File: config.mk
export PLATFORM = sky130hd
export DESIGN_NAME = conv_output_writer
export DESIGN_NICKNAME = d
export VERILOG_FILES = /design/src/rtl/conv_output_writer.sv
export SDC_FILE = /design/constraint.sdc
export NUM_CORES = 1
export LEC_CHECK = 0
export ABC_AREA = 1
export CAP_MARGIN = 20
export CELL_PAD_IN_SITES_DETAIL_PLACEMENT = 2
export CELL_PAD_IN_SITES_GLOBAL_PLACEMENT = 2
export CORE_ASPECT_RATIO = 0.8
export CORE_UTILIZATION = 29
export CTS_BUF_LIST = sky130_fd_sc_hd__clkbuf_16
export DETAILED_ROUTE_END_ITERATION = 12
export GPL_TIMING_DRIVEN = 0
export MAX_ROUTING_LAYER = met4
export PLACE_DENSITY = 0.77
export SLEW_MARGIN = 15
export SYNTH_ARGS = -nofsm -noshare
export SYNTH_HDL_FRONTEND = slang
export SYNTH_SLANG_ARGS = --single-unit
File: constraint.sdc
create_clock -name clock -period 2.83 [get_ports clock]
set_input_delay 0.566 -clock clock [delete_from_list [all_inputs] [get_ports clock]]
set_output_delay 0.566 -clock clock [all_outputs]
set_load 0.02 [all_outputs]
File: src/rtl/conv_output_writer.sv
// Output collector for the binary convolution array: majority-votes each pixel's
// negative flags into a sign bit and packs sign bits into 16-bit SRAM words.
module conv_output_writer #(
    parameter int NUM_PE = 9
) (
    input  logic              clock,
    input  logic              reset,
    input  logic              valid_in,
    input  logic [NUM_PE-1:0] negative_flags,
    input  logic [11:0]       write_addr_in,
    input  logic [3:0]        idx_in,
    input  logic              last_in,
    output logic              sram_write_enable,
    output logic [11:0]       sram_write_address,
    output logic [15:0]       sram_write_data,
    output logic              done,
    output logic              error
);

    localparam int CW = $clog2(NUM_PE + 1);
    localparam logic [CW-1:0] HALF = CW'(NUM_PE / 2);

    logic [CW-1:0] cnt_d;
    logic          s1_vld_q;
    logic [CW-1:0] s1_cnt_q;
    logic [11:0]   s1_addr_q;
    logic [3:0]    s1_idx_q;
    logic          s1_last_q;

    logic [15:0]   buf_data_q, buf_data_d;
    logic [11:0]   buf_addr_q, buf_addr_d;
    logic          buf_full_q, buf_full_d;

    logic          we_q, we_d;
    logic [11:0]   waddr_q, waddr_d;
    logic [15:0]   wdata_q, wdata_d;
    logic          done_q, done_d;
    logic          err_q, err_d;

    logic          sign;
    logic          hit;
    logic [15:0]   merged;

    always_comb begin
        cnt_d = '0;
        for (int i = 0; i < NUM_PE; i++) begin
            cnt_d = cnt_d + CW'(negative_flags[i]);
        end
    end

    always_ff @(posedge clock or posedge reset) begin
        if (reset) begin
            s1_vld_q  <= 1'b0;
            s1_cnt_q  <= '0;
            s1_addr_q <= '0;
            s1_idx_q  <= '0;
            s1_last_q <= 1'b0;
        end else begin
            s1_vld_q <= valid_in;
            if (valid_in) begin
                s1_cnt_q  <= cnt_d;
                s1_addr_q <= write_addr_in;
                s1_idx_q  <= idx_in;
                s1_last_q <= last_in;
            end
        end
    end

    always_comb begin
        buf_data_d = buf_data_q;
        buf_addr_d = buf_addr_q;
        buf_full_d = buf_full_q;
        we_d       = 1'b0;
        waddr_d    = '0;
        wdata_d    = '0;
        done_d     = 1'b0;
        err_d      = err_q;
        sign       = (s1_cnt_q <= HALF);
        hit        = buf_full_q && (buf_addr_q == s1_addr_q);
        merged     = hit ? buf_data_q : '0;
        merged[~s1_idx_q] = sign;
        if (s1_vld_q) begin
            // A foreign address while a word is open drops the old bits.
            if (buf_full_q && !hit) begin
                err_d = 1'b1;
            end
            if (s1_idx_q == 4'hF || s1_last_q) begin
                we_d       = 1'b1;
                waddr_d    = s1_addr_q;
                wdata_d    = merged;
                done_d     = s1_last_q;
                buf_data_d = '0;
                buf_addr_d = '0;
                buf_full_d = 1'b0;
            end else begin
                buf_data_d = merged;
                buf_addr_d = s1_addr_q;
                buf_full_d = 1'b1;
            end
        end
    end

    always_ff @(posedge clock or posedge reset) begin
        if (reset) begin
            buf_data_q <= '0;
            buf_addr_q <= '0;
            buf_full_q <= 1'b0;
            we_q       <= 1'b0;
            waddr_q    <= '0;
            wdata_q    <= '0;
            done_q     <= 1'b0;
            err_q      <= 1'b0;
        end else begin
            buf_data_q <= buf_data_d;
            buf_addr_q <= buf_addr_d;
            buf_full_q <= buf_full_d;
            we_q       <= we_d;
            waddr_q    <= waddr_d;
            wdata_q    <= wdata_d;
            done_q     <= done_d;
            err_q      <= err_d;
        end
    end

    assign sram_write_enable  = we_q;
    assign sram_write_address = waddr_q;
    assign sram_write_data    = wdata_q;
    assign done               = done_q;
    assign error              = err_q;

endmodule

* Yosys cells after proc, flatten, opt, wreduce, memory -nomap -nowiden *
Cells that the tools add are included.

storage, ports and cells
  bits in registers = 82
  output and inout bits = 31
  logic and storage cells = 48

operators by class
  add/subtract/negate cells = 8
  $lt $le $gt $ge = 3
  eq/ne operators = 2
  muxes and demuxes = 15
  bitwise logic cells = 1
  reductions and logical operators = 6

operators with widths
  cell                                                  number
  2-to-1 mux 16 bit                                     4
  2-to-1 mux 12 bit                                     3
  adder 4 x 1 -> 4 bit                                  5
  bitwise mux 16 bit                                    1
  == test 12 bit                                        1
  2-to-1 mux 1 bit                                      6
  < comparator 4 x 5 -> 1 bit (second input constant)   1
  adder 3 x 1 -> 4 bit                                  1
  demux 1 bit (select 4 bit)                            1
  == test 4 bit (second input constant)                 1
  >= comparator 4 x 1 -> 1 bit (second input constant)  1
  <= comparator 4 x 3 -> 1 bit (second input constant)  1
  NOT 4 bit                                             1
  adder 2 x 1 -> 3 bit                                  1
  logical AND 1 bit                                     3
  adder 1 x 1 -> 2 bit                                  1
  AND reduction 2 bit                                   1
  logical NOT 1 bit                                     1
  logical OR 1 bit                                      1

* Depth between registers and ports, before layout *
  word-level depth = 8
  gate-level depth with buffers = 11
  mapped depth without buffers = 10

* Least setup slack after synthesis *
Ideal clock, no wire load.

  path kind = input to register
  from = input negative_flags[0]
  to = register s1_cnt_q[2]
  arrival = 3067 ps
  required time = 2747 ps
  path slack = -319 ps
  stages = 8
  cells stage by stage = fa_1 > inv_1 > fa_1 > fa_1 > fa_1 > fa_1 > xor2_1 > o21ai_0

between the ends
  longest elaborated chain between the ends = 8

RTL lines
  item                                line  RTL
  from (decl)                         9     input logic [NUM_PE-1:0] negative_flags,
  adder 1 x 1 -> 2 bit                47    cnt_d = cnt_d + CW'(negative_flags[i]);
  adder 2 x 1 -> 3 bit                47
  adder 3 x 1 -> 4 bit                47
  adder 4 x 1 -> 4 bit (5 in series)  47
  to (signal assigned)                61    s1_cnt_q <= cnt_d;
  to (decl)                           25    logic [CW-1:0] s1_cnt_q;

Every way passes these cells.
A chain may end at the register's enable or synchronous reset.

* Final worst setup path *
  from = input negative_flags[0]
  to = register s1_cnt_q[1]

The elaborated chain is that of the path after synthesis.

==> metrics.md <==
| Metric | Value |
|---|---|
| Status | `complete, but fails checks` |
| Failing checks | `setup timing` |
| Max-slew violations | `0` |
| Synthesis warning total | `0` |
| Io pins | `60` |
| Via count | `3181` |
| Congestion Overflow GR | `0` |
| Max-capacitance violation count | `0` |
| CP endpoint kind | `flop` |
| First-pass GRT wire length | `approximately 19 mm` |
| Routed vias/inst | `4.644` |
| Fin Clk Skew | `between 0.01 and 0.015 ns` |
| Largest net degree at the start of global routing | `48` |
| Starting Density | `0.3039` |
| Worst-margin pin slew | `0.5888 ns` |
| CP required | `3.06 ns` |
| Net Count, Synth | `473` |
| FP Rows | `36` |
| CP Launch Type | `input port` |
| Core area | `12480 sq um` |
| GPL Wtd Cong | `0.7567` |
| Synth Area per Inst | `8.675 sq um` |
| WL per Instance | `16.15 um` |
| Multi-input logic area | `between 1000 and 1500 sq um` |
| Critical Path Fanout Max | `2` |
| CP max-delay cell | `fa_1` |
| Die Width | `129.8 um` |
| RSZ-0062 raised after global routing | `yes` |
| DP Wirelength | `8.030 mm` |
| Peak VDD IR | `0.3009 mV` |
| Final setup margin | `-0.09940 ns` |
| Post-synthesis sequential area ratio | `0.5413` |
| Top cell by count, worst path | `fa_1` |
| CP cell instances | `buf_6 -> fa_1 -> inv_2 -> fa_1 -> fa_1 -> fa_2 -> fa_2 -> o21ai_2` |
| Final cell count without fillers | `685` |
| Netlist cell types | `26` |
| Synth Register Bits | `82` |
| Worst hold path depth | `1` |
| HP Class | `flop to flop` |
| ANT nets after route | `0` |
| Post-route cell area | `4960 sq um` |
| PwrDens | `roughly 640 nW/um^2` |
| CP Class | `input port to flop` |
| Clk slew on worst S/H paths | `0.07 ns` |
| Final nets | `around 550` |
| Reg2Reg Depth | `7` |
| Clk sinks | `82` |
| Max transition margin | `0.6075` |
| Number of setup violations in the final report | `2` |
| Worst path max stage delay | `roughly 0.55 ns` |
| Post-Syn Instances | `437` |
| CTS tree | `done` |
| Placed instance area | `between 4000 and 5000 sq um` |
| Power Total | `3.158 mW` |
| CTS buffer count | `9` |
| Part of the cycle the worst path needs | `1.035` |
| Root Driver | `clkbuf_16` |
| Clk buf depth | `2` |
| Die H | `about 100 um` |
| Vias in the first global route | `3727` |
| Die Area | `13540 sq um` |
| Ratio of cells with drive above 1 in the final layout | `0.1342` |
| Post-Place Cells | `roughly 670` |
| Antenna violations before repair | `0` |
| Hold buffers post-CTS | `0` |
| Port bufs | `59` |
| DRT Wirelength | `approximately 11 mm` |
| Post-Syn Area | `3791 sq um` |
| Worst skew pair latency | `approximately 0.35 ns` |
| Antenna diodes | `0` |
| Layout area overhead | `30.83%` |
| Register area | `2052 sq um` |
| Fmax | `around 340 MHz` |
| Leak | `about 2.5 nW` |
| Flop2flop setup slack | `1.17 ns` |
| Fillcell total | `1381` |
| Starting DRT DRC Count | `107` |
| Fin. Hold Viols | `0` |
| DR DRC count | `0` |
| Global Route Usage Sum | `0.1892` |
| Arr. time, crit path | `3.16 ns` |
| Pre-antenna DRT Iters | `5` |
| Tmin final | `just under 3 ns` |
| H-tree Lvls | `3` |
state kept, by name (all words and copies together), names as in the netlist:
name	cells
buf_addr_q	12
buf_data_q	16
buf_full_q	1
done	1
error	1
s1_addr_q	12
s1_cnt_q	4
s1_idx_q	4
s1_last_q	1
s1_vld_q	1
sram_write_address	12
sram_write_data	16
sram_write_enable	1
per-layer routing:
layer	up-vias	track usage	share of wire
li1	1488	-	-
met1	1628	0.2344	0.46
met2	49	0.3144	0.50
met3	16	0.03395	0.022
met4	0	0.05316	0.014
met5	-	-	0
critical path: cells and delay by family:
family	cells	cell delay, ns
AO/OA/AOI/OAI	1	0.06
adder cells (fa/ha/maj)	5	2.41
buffers and inverters	2	0.13
repair_timing:
item	in CTS	in global routing
setup buffers	0	1
setup endpoints to repair	4	2
gates resized for setup	17	1
pin swaps	6	5
final timing paths:
kind / start / end
max: negative_flags[0] / s1_cnt_q[1]$_DFFE_PP0P_
min: error$_DFFE_PP0P_ / error$_DFFE_PP0P_
max reg2reg: s1_idx_q[1]$_DFFE_PP0P_ / sram_write_data[8]$_DFF_PP0_
min reg2reg: error$_DFFE_PP0P_ / error$_DFFE_PP0P_
max in group asynchronous: reset / s1_cnt_q[0]$_DFFE_PP0P_
min in group asynchronous: reset / sram_write_address[4]$_DFF_PP0_
layout make-up:
cell class	count	area share
buffer	16	0.02069
clock buffer	9	0.04541
timing repair buffer	61	0.1244
sequential	82	0.4137
clock inverter	7	0.02043
inverter	58	0.04440
tap	171	0.04314
multi-input combinational	281	0.2878
per-stage QoR:
step / TNS (ns) / worst slack [ns] / util / hold slack, ns
floorplan: -0.4955 / -0.2717 / - / 0.4488
global placement: -103.72 / -1.244 / 0.3685 / 0.4620
detailed placement: -2.605 / -0.8926 / 0.3709 / 0.4698
CTS: -0.4721 / -0.2397 / 0.3969 / 0.4818
global route: -0.3197 / -0.1651 / 0.3975 / 0.5108
finish: -0.1814 / -0.09940 / 0.3975 / 0.4762
power by group:
group / leakage, nW / switching, mW / total, mW / internal (mW)
clock network: 0.153 / 0.513 / 1.29 / 0.781
logic: 1.23 / 0.352 / 0.554 / 0.202
registers: 1.08 / 0.0529 / 1.31 / 1.26
synthesized netlist by cell type (all sizes together):
cell / number / area, sq um
clkbuf: 7 / 26.28
fa: 5 / 100.1
ha: 2 / 25.02
nand2: 146 / 553.0
o21a: 1 / 7.510
inv: 58 / 217.7
buf: 9 / 76.32
nor2: 56 / 261.5
xor2: 1 / 8.760
o22ai: 8 / 50.05
a21oi: 17 / 85.08
a31o: 1 / 8.760
dfrtp: 82 / 2052
nand4: 16 / 156.4
o21ai: 24 / 127.6
xnor2: 4 / 35.03
cell families after synthesis:
kind of cell	synth area share
AO/OA/AOI/OAI	0.07360
XOR/XNOR	0.01155
adder cells (fa/ha/maj)	0.03300
buffers and inverters	0.08449
flip-flops	0.5413
AND/OR/NAND/NOR	0.2561
cell usage in the layout (no fill, tap or decap), types with 2 or more instances in the layout:
cell type        netlist  layout
dfrtp_1               82      82
o21ai_0               22      20
a21oi_1               17      17
clkbuf_1               7       7
inv_6                  0       2
fa_1                   5       3
nor2_2                 5       5
nand4_1                7       7
nor2_1                47      47
xnor2_1                4       4
inv_2                 12      13
clkbuf_16              0       9
o21ai_2                2       3
fa_2                   0       2
nand2_1              144     144
clkinvlp_4             0       2
clkdlybuf4s50_1        0      56
buf_6                  1       2
bufinv_16              0       2
buf_2                  3       5
ha_1                   2       2
inv_1                 46      44
buf_4                  4       5
nand4_2                9       9
nand2_2                2       2
nor2_4                 3       3
o22ai_1                8       8
(Power assumes the default switching activity.)
==> variant 1 (same settings) <==
Add an input register stage for `idx_in`, with the module's reset; this delays it by one clock. The other inputs are not delayed to match.
--- a/src/rtl/conv_output_writer.sv
+++ b/src/rtl/conv_output_writer.sv
@@ -19,6 +19,16 @@
 
     localparam int CW = $clog2(NUM_PE + 1);
     localparam logic [CW-1:0] HALF = CW'(NUM_PE / 2);
+
+    logic [3:0] idx_q;
+
+    always_ff @(posedge clock or posedge reset) begin
+        if (reset) begin
+            idx_q <= '0;
+        end else begin
+            idx_q <= idx_in;
+        end
+    end
 
     logic [CW-1:0] cnt_d;
     logic          s1_vld_q;
@@ -60,7 +70,7 @@
             if (valid_in) begin
                 s1_cnt_q  <= cnt_d;
                 s1_addr_q <= write_addr_in;
-                s1_idx_q  <= idx_in;
+                s1_idx_q  <= idx_q;
                 s1_last_q <= last_in;
             end
         end
Formal check against the unedited RTL: not equivalent (Yosys sat finds a counterexample within 4 cycles, from zero or initial values and one cycle with reset high).
==> variant 1 against the unedited design <==
The run still ends with negative setup slack left. Cell area rose by 2.2%. Total power up 3.5%. Area after synthesis rose by 2.6%. Setup slack worse by 12 ps. Wire length rose by 1.5%. Combinational power rose by 1%. Sequential cell count grew 4. Global-route usage shrank 0.53 points. Critical endpoint unchanged. Largest power group unchanged.
==> variant 1: results (changes against the unedited design) <==
| Metric | Value |
|---|---|
| Violated checks | negative setup slack (unchanged) |
| Power Combinational | 560 uW (was 554 uW) |
| Non-filler instance count after layout | 693 (was 685) |
| Synth top area cells | dfrtp_1 (55%), nand2_1 (14%), nor2_1 (4.5%) (was dfrtp_1 (54%), nand2_1 (14%), nor2_1 (4.7%)) |
| Pre-CTS WS | -898 ps (was -893 ps) |
| # Post-CTS Setup Buffers | 1 (was 0) |
| Worst VDD drop | 289 uV (was 301 uV) |
| Placed cell area | 0.00473 mm2 (was 0.00463 mm2) |
| Metal-1 WL | 5.00 mm (was 5.13 mm) |
| Met2 WL | 5.74 mm (was 5.54 mm) |
| Syn avg cell area | 8.82 um2 (was 8.68 um2) |
| Bufs w/o clock | 78 (was 77) |
| Drt pass-1 iters | 4 (was 5) |
| Layout cells sized above 1 | 0.125 (was 0.134) |
| 1st-iter DRT viols | 52 (was 107) |
| Status | finished, violations left (unchanged) |
| Final total power | 3.27 mW (was 3.16 mW) |
| Met1 Usage GRT | 0.214 (was 0.234) |
| Total GRT Usage | 0.184 (was 0.189) |
| Final setup fails | 2 (unchanged) |
| Met3 Use GR | 0.0375 (was 0.0340) |
| First-pass GRT wire length | 18.9 mm (was 19.0 mm) |
| GPL Wtd Cong | 0.741 (was 0.757) |
| Post-route cell area | 0.00507 mm2 (was 0.00496 mm2) |
| Final WS setup | -111 ps (was -99.4 ps) |
| Actual slew at the worst max-slew pin | 624 ps (was 589 ps) |
## variant 1: cell types whose count changed after synthesis, sizes merged
| cell | before | now |
|---|---|---|
| dfrtp | 82 | 86 |
## variant 1: cells by family after synthesis
group	count (synthesis)	share of synthesized area
DFF	86	0.553
xor gates and xnor gates	5	0.0113
and+or+nand+nor	218	0.250
adders and majority gates	7	0.0322
buffers and inverters	74	0.0823
AOI/OAI and AO/OA	51	0.0717
## variant 1: worst paths after layout
| check | from | end | slack, ps | cells past startpoint |
|---|---|---|---|---|
| worst max-delay path | negative_flags[0] | s1_cnt_q[1] | -110 | 8 |
| worst min-delay path | error | error | 470 | 1 |
| worst min register to register | error | error | 470 | 1 |
| worst max register to register | s1_cnt_q[1] | sram_write_data[9] | 1170 | 5 |
| max in group asynchronous | reset | idx_q[0] | 1640 | 3 |
| min in group asynchronous | reset | sram_write_data[11] | 570 | 2 |
==> variant 2 (same flow settings) <==
Made on the original files. `NUM_PE`: 9 -> 10.
--- a/src/rtl/conv_output_writer.sv
+++ b/src/rtl/conv_output_writer.sv
@@ -1,7 +1,7 @@
 // Output collector for the binary convolution array: majority-votes each pixel's
 // negative flags into a sign bit and packs sign bits into 16-bit SRAM words.
 module conv_output_writer #(
-    parameter int NUM_PE = 9
+    parameter int NUM_PE = 10
 ) (
     input  logic              clock,
     input  logic              reset,
Interface: changed (resized negative_flags); port bits go from 60 to 61. No check against the original RTL was run, so the function may have changed too.
==> variant 2 against the unedited design <==
Clock power decreased by 11%. Setup slack better by 150 ps. Area after synthesis shrank 2.1%. Sequential share of layout area is 0.52 points higher. Register-to-register slack lost 170 ps. Non-clock buffer count up 1. Wire length shrank 0.64%. Hold slack better by 1.2 ps. Cell count fell by 0.29%. Cell area down 2.4%. Sequential cell count fell by 1. Count of clock-buffer cells in the layout unchanged. Total power is 4.7% lower. Critical path depth up 2.
==> variant 2: results (changes against the unedited design) <==
| Metric | Value |
|---|---|
| Drt wl/cell | 16.1 um (was 16.2 um) |
| Critical-path maximum fanout | 2 (unchanged) |
| Diodes inserted | 0 (unchanged) |
| Synth top area cells | dfrtp_1 (55%), nand2_1 (15%), inv_1 (5.5%) (was dfrtp_1 (54%), nand2_1 (14%), nor2_1 (4.7%)) |
| Vias | 3121 (was 3181) |
| CTS H-Tree Depth | 3 (unchanged) |
| Yosys warning count | 0 (unchanged) |
| Syn nets | 472 (was 473) |
| Total GRT Usage | 0.192 (was 0.189) |
| CTS Buffer Depth | 2 (unchanged) |
| DR vias/cell | 4.57 (was 4.64) |
| Nets | 545 (unchanged) |
| Actual slew at the worst max-slew pin | 786 ps (was 589 ps) |
| Top cells by count, synth | nand2_1 (144), dfrtp_1 (81), inv_1 (54) (was nand2_1 (144), dfrtp_1 (82), nor2_1 (47)) |
| Vias in the first global route | 3548 (was 3727) |
| Layout cells sized above 1 | 0.0996 (was 0.134) |
| Main synth FF type | dfrtp_1 (unchanged) |
| Worst min-delay path category | reg2reg (unchanged) |
| Insertion delay to the later sink of the worst-skew pair | 340 ps |
| Clk slew on worst S/H paths | 60 ps |
| CTS root buffer | clkbuf_16 (unchanged) |
| Placed Instances | 666 (was 668) |
| Status | finished, final reports clean (was finished, violations left) |
| Num CTS Buffers | 9 (unchanged) |
| First-pass GRT wire length | 18.4 mm (was 19.0 mm) |
| Drt pass-1 iters | 4 (was 5) |
| Cells on Worst Hold Path | 2 (was 1) |
| Worst R2R Path Depth | 4 (was 7) |
| 1st-iter DRT viols | 95 (was 107) |
| Largest net degree at the start of global routing | 51 (was 48) |
| Post-synthesis sequential area ratio | 0.546 (was 0.541) |
| Async S/R FF share, synth | 1.00 (unchanged) |
| Distinct cell type count after synthesis | 22 (was 26) |
| Leakage | 2.35 nW (was 2.46 nW) |
| Syn avg cell area | 8.55 um2 (was 8.68 um2) |
| Hold_buf cts | 0 (unchanged) |
| GPL Wtd Cong | 0.767 (was 0.757) |
| Port bufs | 60 (was 59) |
| Initial antenna violation count | 0 (unchanged) |
| Clock skew | 8.25 ps (was 13.1 ps) |
| Worst VDD drop | 308 uV (was 301 uV) |
| Worst EP arrival | 3000 ps (was 3160 ps) |
| Dpl hpwl | 7.89 mm (was 8.03 mm) |
==> variant 2: cell types whose count changed after synthesis, sizes merged, moves of 2 or more <==
cell	unedited run	this run
o21ai	24	22
clkbuf	7	10
nand2	146	144
buf	9	6
==> variant 2: final timing paths <==
kind	from	end	slack, ps
max	negative_flags[0]	s1_cnt_q[1]	50
min	buf_data_q[1]	buf_data_q[1]	480
max reg2reg	s1_cnt_q[2]	sram_write_data[8]	1000
min reg2reg	buf_data_q[1]	buf_data_q[1]	480
max in group asynchronous	reset	s1_addr_q[4]	1650
min in group asynchronous	reset	buf_data_q[14]	590
==> variant 2: kinds of logic after synthesis <==
family / after synthesis / synth area share
XOR/XNOR: 5 / 0.0118
AND/OR/NAND/NOR: 215 / 0.234
adder cells (fa/ha/maj): 8 / 0.0391
buffers and inverters: 75 / 0.0965
flip-flops: 81 / 0.546
AO/OA/AOI/OAI: 50 / 0.0718
==> variant 2: timing repair <==
item,CTS,global route
setup endpoints to repair,3,2
resized for setup,25,1
setup buffers,1,0
pin swaps,8,6
==> variant 2: where the power goes <==
group | internal [mW] | switching, mW
Clock | 0.674 | 0.473
Sequential | 1.24 | 0.0477
Combinational | 0.215 | 0.356
Total | 2.13 | 0.876
==> variant 2: cell type report <==
cell class                 count  area (um2)
fill                        1413        7500
sequential                    81        2030
multi-input combinational    278        1340
timing repair buffer          62         612
clock buffer                   9         225
inverter                      59         224
tap                          171         214
buffer                        16         136
clock inverter                 7        62.6
==> variant 2: metal layers <==
metal  part of all wire  global-route usage
met5                  0                   -
met3              0.023              0.0327
met1               0.44               0.225
met4              0.016              0.0552
met2               0.52               0.343
==> variant 2: critical path, cell delays in order <==
cell	delay (ps)
buf_6	90
fa_1	540
inv_2	40
fa_1	500
fa_1	410
inv_1	70
ha_2	180
inv_2	40
fa_2	510
o21ai_1	50
==> variant 2: per-stage QoR <==
| stage | util | instance area (um2) | power, mW | setup WS (ps) | hold slack, ps |
|---|---|---|---|---|---|
| after floorplan | - | 3710 | 1.65 | -122 | 449 |
| after global placement | 0.367 | 4530 | 1.84 | -1290 | 461 |
| after detailed placement | 0.369 | 4560 | 1.88 | -738 | 468 |
| after CTS | 0.392 | 4840 | 3.05 | -58.1 | 483 |
| after global routing | 0.392 | 4840 | 3.17 | -40.7 | 501 |
| final | 0.392 | 4840 | 3.01 | 47.4 | 477 |
